<file path="src/rtl/c_bus_writeback_ctrl.sv">
// C-bus writeback controller: decodes the microinstruction C field into register
// write enables and delays them through a stallable, flushable pipeline.
module c_bus_writeback_ctrl #(
    parameter int N_DEST  = 9,
    parameter int ENCODED = 1,
    parameter int SEL_W   = 4,
    parameter int LATENCY = 2,
    localparam int CF_W   = (ENCODED != 0) ? SEL_W : N_DEST
) (
    input  logic              clk,
    input  logic              rst_n,
    input  logic              valid_i,
    input  logic [CF_W-1:0]   c_field_i,
    input  logic              stall_i,
    input  logic              flush_i,
    input  logic              clr_err_i,
    output logic [N_DEST-1:0] c_en_o,
    output logic              valid_o,
    output logic [N_DEST-1:0] pending_o,
    output logic              illegal_o
);

    logic [N_DEST-1:0]              dec_mask;
    logic                           dec_illegal;
    logic [LATENCY-1:0]             vld_q;
    logic [LATENCY-1:0][N_DEST-1:0] mask_q;
    logic                           illegal_q;
    logic                           advance;

    generate
        if (ENCODED != 0) begin : g_enc
            // Out-of-range indices decode to an empty mask but still occupy a slot.
            always_comb begin
                dec_mask = '0;
                for (int i = 0; i < N_DEST; i++) begin
                    dec_mask[i] = (int'(c_field_i) == i);
                end
                dec_illegal = (int'(c_field_i) >= N_DEST);
            end
        end else begin : g_mask
            always_comb begin
                dec_mask    = c_field_i;
                dec_illegal = 1'b0;
            end
        end
    endgenerate

    assign advance = !stall_i && !flush_i;

    always_ff @(posedge clk or negedge rst_n) begin
        if (!rst_n) begin
            vld_q  <= '0;
            mask_q <= '0;
        end else if (flush_i) begin
            vld_q <= '0;
        end else if (!stall_i) begin
            vld_q[0]  <= valid_i;
            mask_q[0] <= dec_mask;
            for (int k = 1; k < LATENCY; k++) begin
                vld_q[k]  <= vld_q[k-1];
                mask_q[k] <= mask_q[k-1];
            end
        end
    end

    always_ff @(posedge clk or negedge rst_n) begin
        if (!rst_n) begin
            illegal_q <= 1'b0;
        end else if (advance && valid_i && dec_illegal) begin
            illegal_q <= 1'b1;
        end else if (clr_err_i) begin
            illegal_q <= 1'b0;
        end
    end

    always_comb begin
        pending_o = '0;
        for (int k = 0; k < LATENCY; k++) begin
            if (vld_q[k]) begin
                pending_o = pending_o | mask_q[k];
            end
        end
    end

    // Suppressed while stalled or flushed so a held entry commits exactly once.
    assign c_en_o    = (vld_q[LATENCY-1] && advance) ? mask_q[LATENCY-1] : '0;
    assign valid_o   = vld_q[LATENCY-1];
    assign illegal_o = illegal_q;

endmodule
</file>
<file path="config.mk">
export PLATFORM = sky130hd
export DESIGN_NAME = c_bus_writeback_ctrl
export DESIGN_NICKNAME = d
export VERILOG_FILES = /design/src/rtl/c_bus_writeback_ctrl.sv
export SDC_FILE = /design/constraint.sdc
export NUM_CORES = 1
export LEC_CHECK = 0
export CAP_MARGIN = 15
export CORE_MARGIN = 3
export CORE_UTILIZATION = 45
export DETAILED_ROUTE_END_ITERATION = 7
export DONT_BUFFER_PORTS = 1
export PLACE_DENSITY = 0.65
export SLEW_MARGIN = 0
export SYNTH_ARGS = -nofsm -noshare
export SYNTH_HDL_FRONTEND = slang
export SYNTH_SLANG_ARGS = --single-unit
</file>
<file path="constraint.sdc">
create_clock -name clk -period 1.4 [get_ports clk]
set_clock_uncertainty 0.15 [all_clocks]
set_input_delay 0.21 -clock clk [delete_from_list [all_inputs] [get_ports clk]]
set_output_delay 0.21 -clock clk [all_outputs]
set_load 0.03 [all_outputs]
</file>
==> flow_summary_export.csv <==
group,metric,value,unit
grt,antenna_found_initial,0,
sta,slew_viol_final,0,
setup_path,crit_fanout,4,
die,placement_rows,16,
sta,rsz0062_at_grt,"true",
grt,grt_remaining_overflow,0,
route,drt_wl_total,2250,um
sta,hold_viol_final,21,
logic_synthesis,syn_area_per_cell,12.0,um2
final_layout,finalInstanceArea,0.00134,mm2
final_layout,n_fill_cell,166,
sta,relSlewSlack,38.9,%
logic_synthesis,yosys_register_bits,21,
final_layout,area_growth,33.0,%
final_layout,fin_cells,134,
die,die_area,0.00285,mm2
final_layout,multi_input_area,460,um2
logic_synthesis,syn_area,0.00101,mm2
logic_synthesis,yosysUniqueCellTypes,22,
clock_network,clock-sinks,21,
clock_network,cts_made_buffers,3,
pwr,power_frac_comb,14.0,%
setup_path,cp-end-kind,"primary output",
clock_network,cts_buffer_depth,2,
pwr,p_sw,0.000293,W
setup_path,path_class,"register to primary output",
sta,min_period,1610,ps
final_layout,drive_gt1_share,40.2,%
setup_path,cp_data_required_time,1040,ps
final_layout,n_antenna_cell,0,
placed_design,port_buffers,0,
min_path,min_path_type,"primary input to asynchronous set/reset pin",
clock_network,path_clk_slew,120,ps
setup_path,crit_start,"vld_q[1]",
sta,setup_viol,19,
die,io_pins,30,
setup_path,cp-start-kind,"register",
pwr,sw_frac_of_total,26.3,%
sta,worst_hold_slack,-53.6,ps
clock_network,cts_hold_buffers,9,
die,die_y,53.4,um
die,fp.dieW,53.4,um
logic_synthesis,synth_top_cell_area_share,52.0,%
clock_network,clkLatencyLatePin,300,ps
route,drtAntennaViolNets,0,
setup_path,arrival,1250,ps
grt,grt_max_degree,22,
clock_network,cts_tree,"yes",
pwr,p_leak,0.634,nW
job,cap_viol_max_count,0,
sta,setup_ws,-208,ps
logic_synthesis,synth_cells,84,
status,outcome,"finished with violations",
clock_network,clock-root-buffer,"clkbuf_4",
placed_design,gp_congestion,0.736,
clock_network,h-tree-depth,1,
grt,first_global_vias,740,
route,firstDrtPassIters,4,
placed_design,post-dp-hpwl,1420,um
setup_path,r2r_start,"vld_q[0]",
pwr,seq_power_share,60.2,%
final_layout,fin_nets,118,
die,start_util,49.4,%
logic_synthesis,synth_top_area_cell,"dfrtp_1",
grt,grt_pass1_wl,3560,um
pwr,p_total,0.00112,W
pwr,intPower,0.000824,W
logic_synthesis,ys_seq_area_share,52.0,%
route,routedWlPerCell,16.8,um
logic_synthesis,syn_nets,94,
pwr,p_per_area,832,mW/mm2
grt,grt_usage,18.0,%
status,violations,"hold timing, setup timing",
placed_design,place_area,0.00114,mm2
pwr,clockPowerShare,25.8,%
placed_design,dp.cells,116,
route,vias,807,
final_layout,regArea,528,um2
pwr,ir_drop,0.668,mV
logic_synthesis,synthTopCellsByArea,"dfrtp_1 (52%), mux2_2 (10%), a22o_1 (7.8%)",
route,route.detailed.drc,0,
sta,post-route-period-util,115,%
logic_synthesis,synth_warnings,0,
route,drt_iter0_drc,16,
sta,tightest_slew,917,ps
sta,max_freq,622,MHz
die,core,0.00204,mm2
route,vias_per_cell,6.02,
==> what timing repair did <==
item                       in CTS  in global routing
resized for setup              13                  1
setup endpoints to repair      19                 21
hold endpoints to repair       32                 12
buffers inserted                5                  0
gates cloned                    0                  0
pin swaps                       7                  1
==> sequential cells by signal, indices dropped and copies added, names as in the netlist <==
| register | flops |
|---|---|
| illegal_o | 1 |
| mask_q | 18 |
| vld_q | 2 |
==> critical path, stage by stage (launching register included) <==
cell and delay [ps]:
dfrtp_2 450, buf_6 130, a22o_1 220, buf_6 140
==> synth_stat cells <==
library cell and instances:
or2_1 1, mux2_2 9, dfrtp_1 21, inv_1 3, a22o_1 9, clkbuf_1 4
o32ai_1 1, mux2i_1 2, nor3_1 1, nand2b_1 1, o21ai_0 4, nor4_1 1
buf_2 1, o21a_1 1, nand2_1 1, o41ai_1 4, a32o_1 4, a31o_2 1
buf_8 1, and3_1 9, buf_6 2, nor2_1 3
==> cell usage in the layout (no fill, tap or decap), types with 2 or more instances in the layout <==
cell            n
and3_4          9
nor2_1          3
buf_6          11
clkbuf_4        3
dlygate4sd3_1   8
a22o_1          9
mux2_2          9
mux2i_1         2
inv_1           3
a32o_1          4
o41ai_1         4
dfrtp_2         2
o21ai_0         4
dfrtp_1        19
buf_4           6
==> metal layers <==
metal | global-route usage [%] | vias to the layer above | part of all wire (%)
met3 | 3.94 | 2 | 6.5
met2 | 27.1 | 31 | 48
li1 | - | 370 | -
met5 | 0 | - | 0
met1 | 24.7 | 404 | 45
met4 | 7.66 | 0 | 0.44
==> stage by stage <==
stage / setup TNS, ps / setup slack (ps) / util, % / hold WS [ps]
global route: -3870 / -261 / 65.7 / -2.10
finish: -2800 / -208 / 65.7 / -53.6
CTS: -2750 / -195 / 65.6 / 7.41
detailed placement: 0 / 92.5 / 55.9 / -235
floorplan: 0 / 11.0 / - / -236
global placement: 0 / 98.1 / 55.9 / -235
==> kinds of logic (layout without fill, tap and decap cells) <==
kind of cell | count (synthesis) | in the layout | synth area share (%)
AOI/OAI and AO/OA | 24 | 24 | 19.7
DFF | 21 | 21 | 52.0
and+or+nand+nor | 17 | 17 | 9.42
muxes | 11 | 11 | 12.0
buffers and inverters | 11 | 34 | 6.81
==> layout make-up <==
cell class / instances / share of cell area (%)
flip-flops and latches: 21 / 39.3
multi-input cells: 52 / 34.3
clock buffers: 3 / 1.68
well taps: 27 / 2.52
clock inverters: 1 / 0.373
inverters: 3 / 0.839
repair buffers: 27 / 21.0
==> power groups by stage <==
stage,registers [W],clock network [W],logic [W]
final,0.000672,0.000288,0.000157
after global routing,0.000678,0.000325,0.000170
after CTS,0.000672,0.000298,0.000157
after detailed placement,0.000689,0,0.0000972
after global placement,0.000685,0,0.0000956
after floorplan,0.000673,0,0.0000973
==> final timing paths <==
kind / endpoint / slack, ps / cells after the start
worst max-delay path: pending_o[7] / -210 / 3
worst min-delay path: mask_q[17] / -50 / 1
worst max register to register: vld_q[0] / 300 / 3
worst min register to register: mask_q[0] / 390 / 1
max in group asynchronous: vld_q[0] / 540 / 1
min in group clk: mask_q[7] / 20 / 2
No activity file was read; power rests on OpenSTA's default activity.
==> variant (config.mk and constraints unchanged) <==
Change the parameter `ENCODED` from 1 to 0.
--- a/src/rtl/c_bus_writeback_ctrl.sv
+++ b/src/rtl/c_bus_writeback_ctrl.sv
@@ -2,7 +2,7 @@
 // write enables and delays them through a stallable, flushable pipeline.
 module c_bus_writeback_ctrl #(
     parameter int N_DEST  = 9,
-    parameter int ENCODED = 1,
+    parameter int ENCODED = 0,
     parameter int SEL_W   = 4,
     parameter int LATENCY = 2,
     localparam int CF_W   = (ENCODED != 0) ? SEL_W : N_DEST
Interface: changed (resized c_field_i); port bits go from 30 to 35. No check against the original RTL was run, so the function may have changed too.
==> variant against the original RTL <==
The run still ends with negative hold slack, negative setup slack left. Sequential cell count decreased by 1. Count of clock-buffer cells in the layout increased by 1. Worst setup slack got worse by 0.023 ns. Wire length decreased by 18%. Final cell count decreased by 13%. Synthesized area decreased by 3.6%. Via count decreased by 24%. Critical path depth decreased by 1. Design area decreased by 5.6%. Critical path type unchanged.
Power is not compared: it rests on default switching activity, and its combinational part moved more than twofold at a synthesized area within 25%.
==> variant: results (changes against the original RTL) <==
| Metric | Value |
|---|---|
| Status | finished, violations left (unchanged) |
| Failing checks | negative hold slack, negative setup slack (unchanged) |
| Total GRT Usage | 15.7% (was 18.0%) |
| Vias in the first global route | 626 (was 740) |
| Final hold vios | 20 (was 21) |
| Post-layout nets | 106 (was 118) |
| Final setup viols | 19 (unchanged) |
| Slew headroom | 40.4% (was 38.9%) |
| Final cell count without fillers | 117 (was 134) |
| Synth cell types | 14 (was 22) |
| Largest net degree at the start of global routing | 28 (was 22) |
| Synthesized area per cell | 14.3 um^2 (was 12.0 um^2) |
| Total wire length | 1.85 mm (was 2.25 mm) |
| DR iter-0 viols | 4 (was 16) |
| Critical path fanouts, max | 20 (was 4) |
| Seq/Total Area, Yosys | 51.4% (was 52.0%) |
| Vias | 615 (was 807) |
| Synth area leaders | dfrtp_1 51%, mux2_4 17%, a22o_1 8.1%, mux2_2 8.1%, and3_1 5.8% (was dfrtp_1 52%, mux2_2 10%, a22o_1 7.8%, and3_1 5.6%, a32o_1 4.0%) |
| Dpl ws | 0.0935 ns (was 0.0925 ns) |
| Pre-antenna DRT Iters | 3 (was 4) |
| DRT met1 WL | 845 um (was 1.00 mm) |
| Critical path data arrival time | 1.27 ns (was 1.25 ns) |
| Setup bufs post-CTS | 0 (was 5) |
| Synth Net Count | 83 (was 94) |
| CP peak stage delay | 0.56 ns (was 0.45 ns) |
| Reg2Reg Depth | 2 (was 3) |
| Final Worst Setup Slack | -0.231 ns (was -0.208 ns) |
| Fill count | 157 (was 166) |
| Share of cells above drive strength 1 | 50.0% (was 40.2%) |
| Hold WS | -0.0449 ns (was -0.0536 ns) |
| Final GP Congestion | 0.639 (was 0.736) |
| Total negative slack | -3.67 ns (was -2.80 ns) |
| First-pass GRT wire length | 3.12 mm (was 3.56 mm) |
| Metal2 WL | 889 um (was 1.09 mm) |
| Reg2Reg Setup Slack | 0.34 ns (was 0.30 ns) |
| Dpl cell area | 0.00110 mm^2 (was 0.00114 mm^2) |
==> variant: changes by cell type in the layout (fill, tap and decap cells not counted), sizes merged, moves of 3 or more <==
cell	delta
mux2	+9
inv	-3
a32o	-4
o21ai	-4
o41ai	-4
dlygate4sd3	+4
buf	-7
==> variant: final cells by class <==
type                            instances  area [um^2]  share of cell area [%]
Clock buffer                            4         36.3                    2.86
Multi-Input combinational cell         42          467                    36.8
Sequential cell                        20          503                    39.7
Tap cell                               27         33.8                    2.67
Timing Repair Buffer                   24          228                    18.0
==> variant: per-layer routing <==
| metal | GRT usage [%] | vias up |
|---|---|---|
| li1 | - | 291 |
| met1 | 20.6 | 303 |
| met2 | 24.6 | 19 |
| met3 | 3.70 | 2 |
| met4 | 6.38 | 0 |
| met5 | 0 | - |
==> variant: what timing repair did <==
action / in CTS / in global routing
setup endpoints to repair: 19 / 21
hold buffers: 13 / 0
endpoints found under the hold margin: 31 / 0
gates resized for setup: 1 / 1
==> variant: worst paths after layout <==
kind | endpoint | start
min reg2reg | mask_q[0] | mask_q[0]
min in group clk | mask_q[6] | stall_i
max | pending_o[1] | vld_q[1]
min | mask_q[2] | rst_n
max in group asynchronous | vld_q[1] | rst_n
max reg2reg | vld_q[1] | vld_q[1]
==> variant: kinds of logic after synthesis <==
family	synth area share (%)
multiplexers	27.1
flip-flops	51.4
AND/OR/NAND/NOR	7.71
AO/OA/AOI/OAI	8.10
buffers and inverters	5.27
other	0.385
==> variant: power by group through the flow <==
stage | logic, W | clock network, W | registers, W
floorplan | 0.000247 | 0 | 0.000754
global placement | 0.000273 | 0 | 0.000776
detailed placement | 0.000278 | 0 | 0.000784
CTS | 0.000322 | 0.000336 | 0.000773
global route | 0.000345 | 0.000362 | 0.000791
finish | 0.000320 | 0.000321 | 0.000774
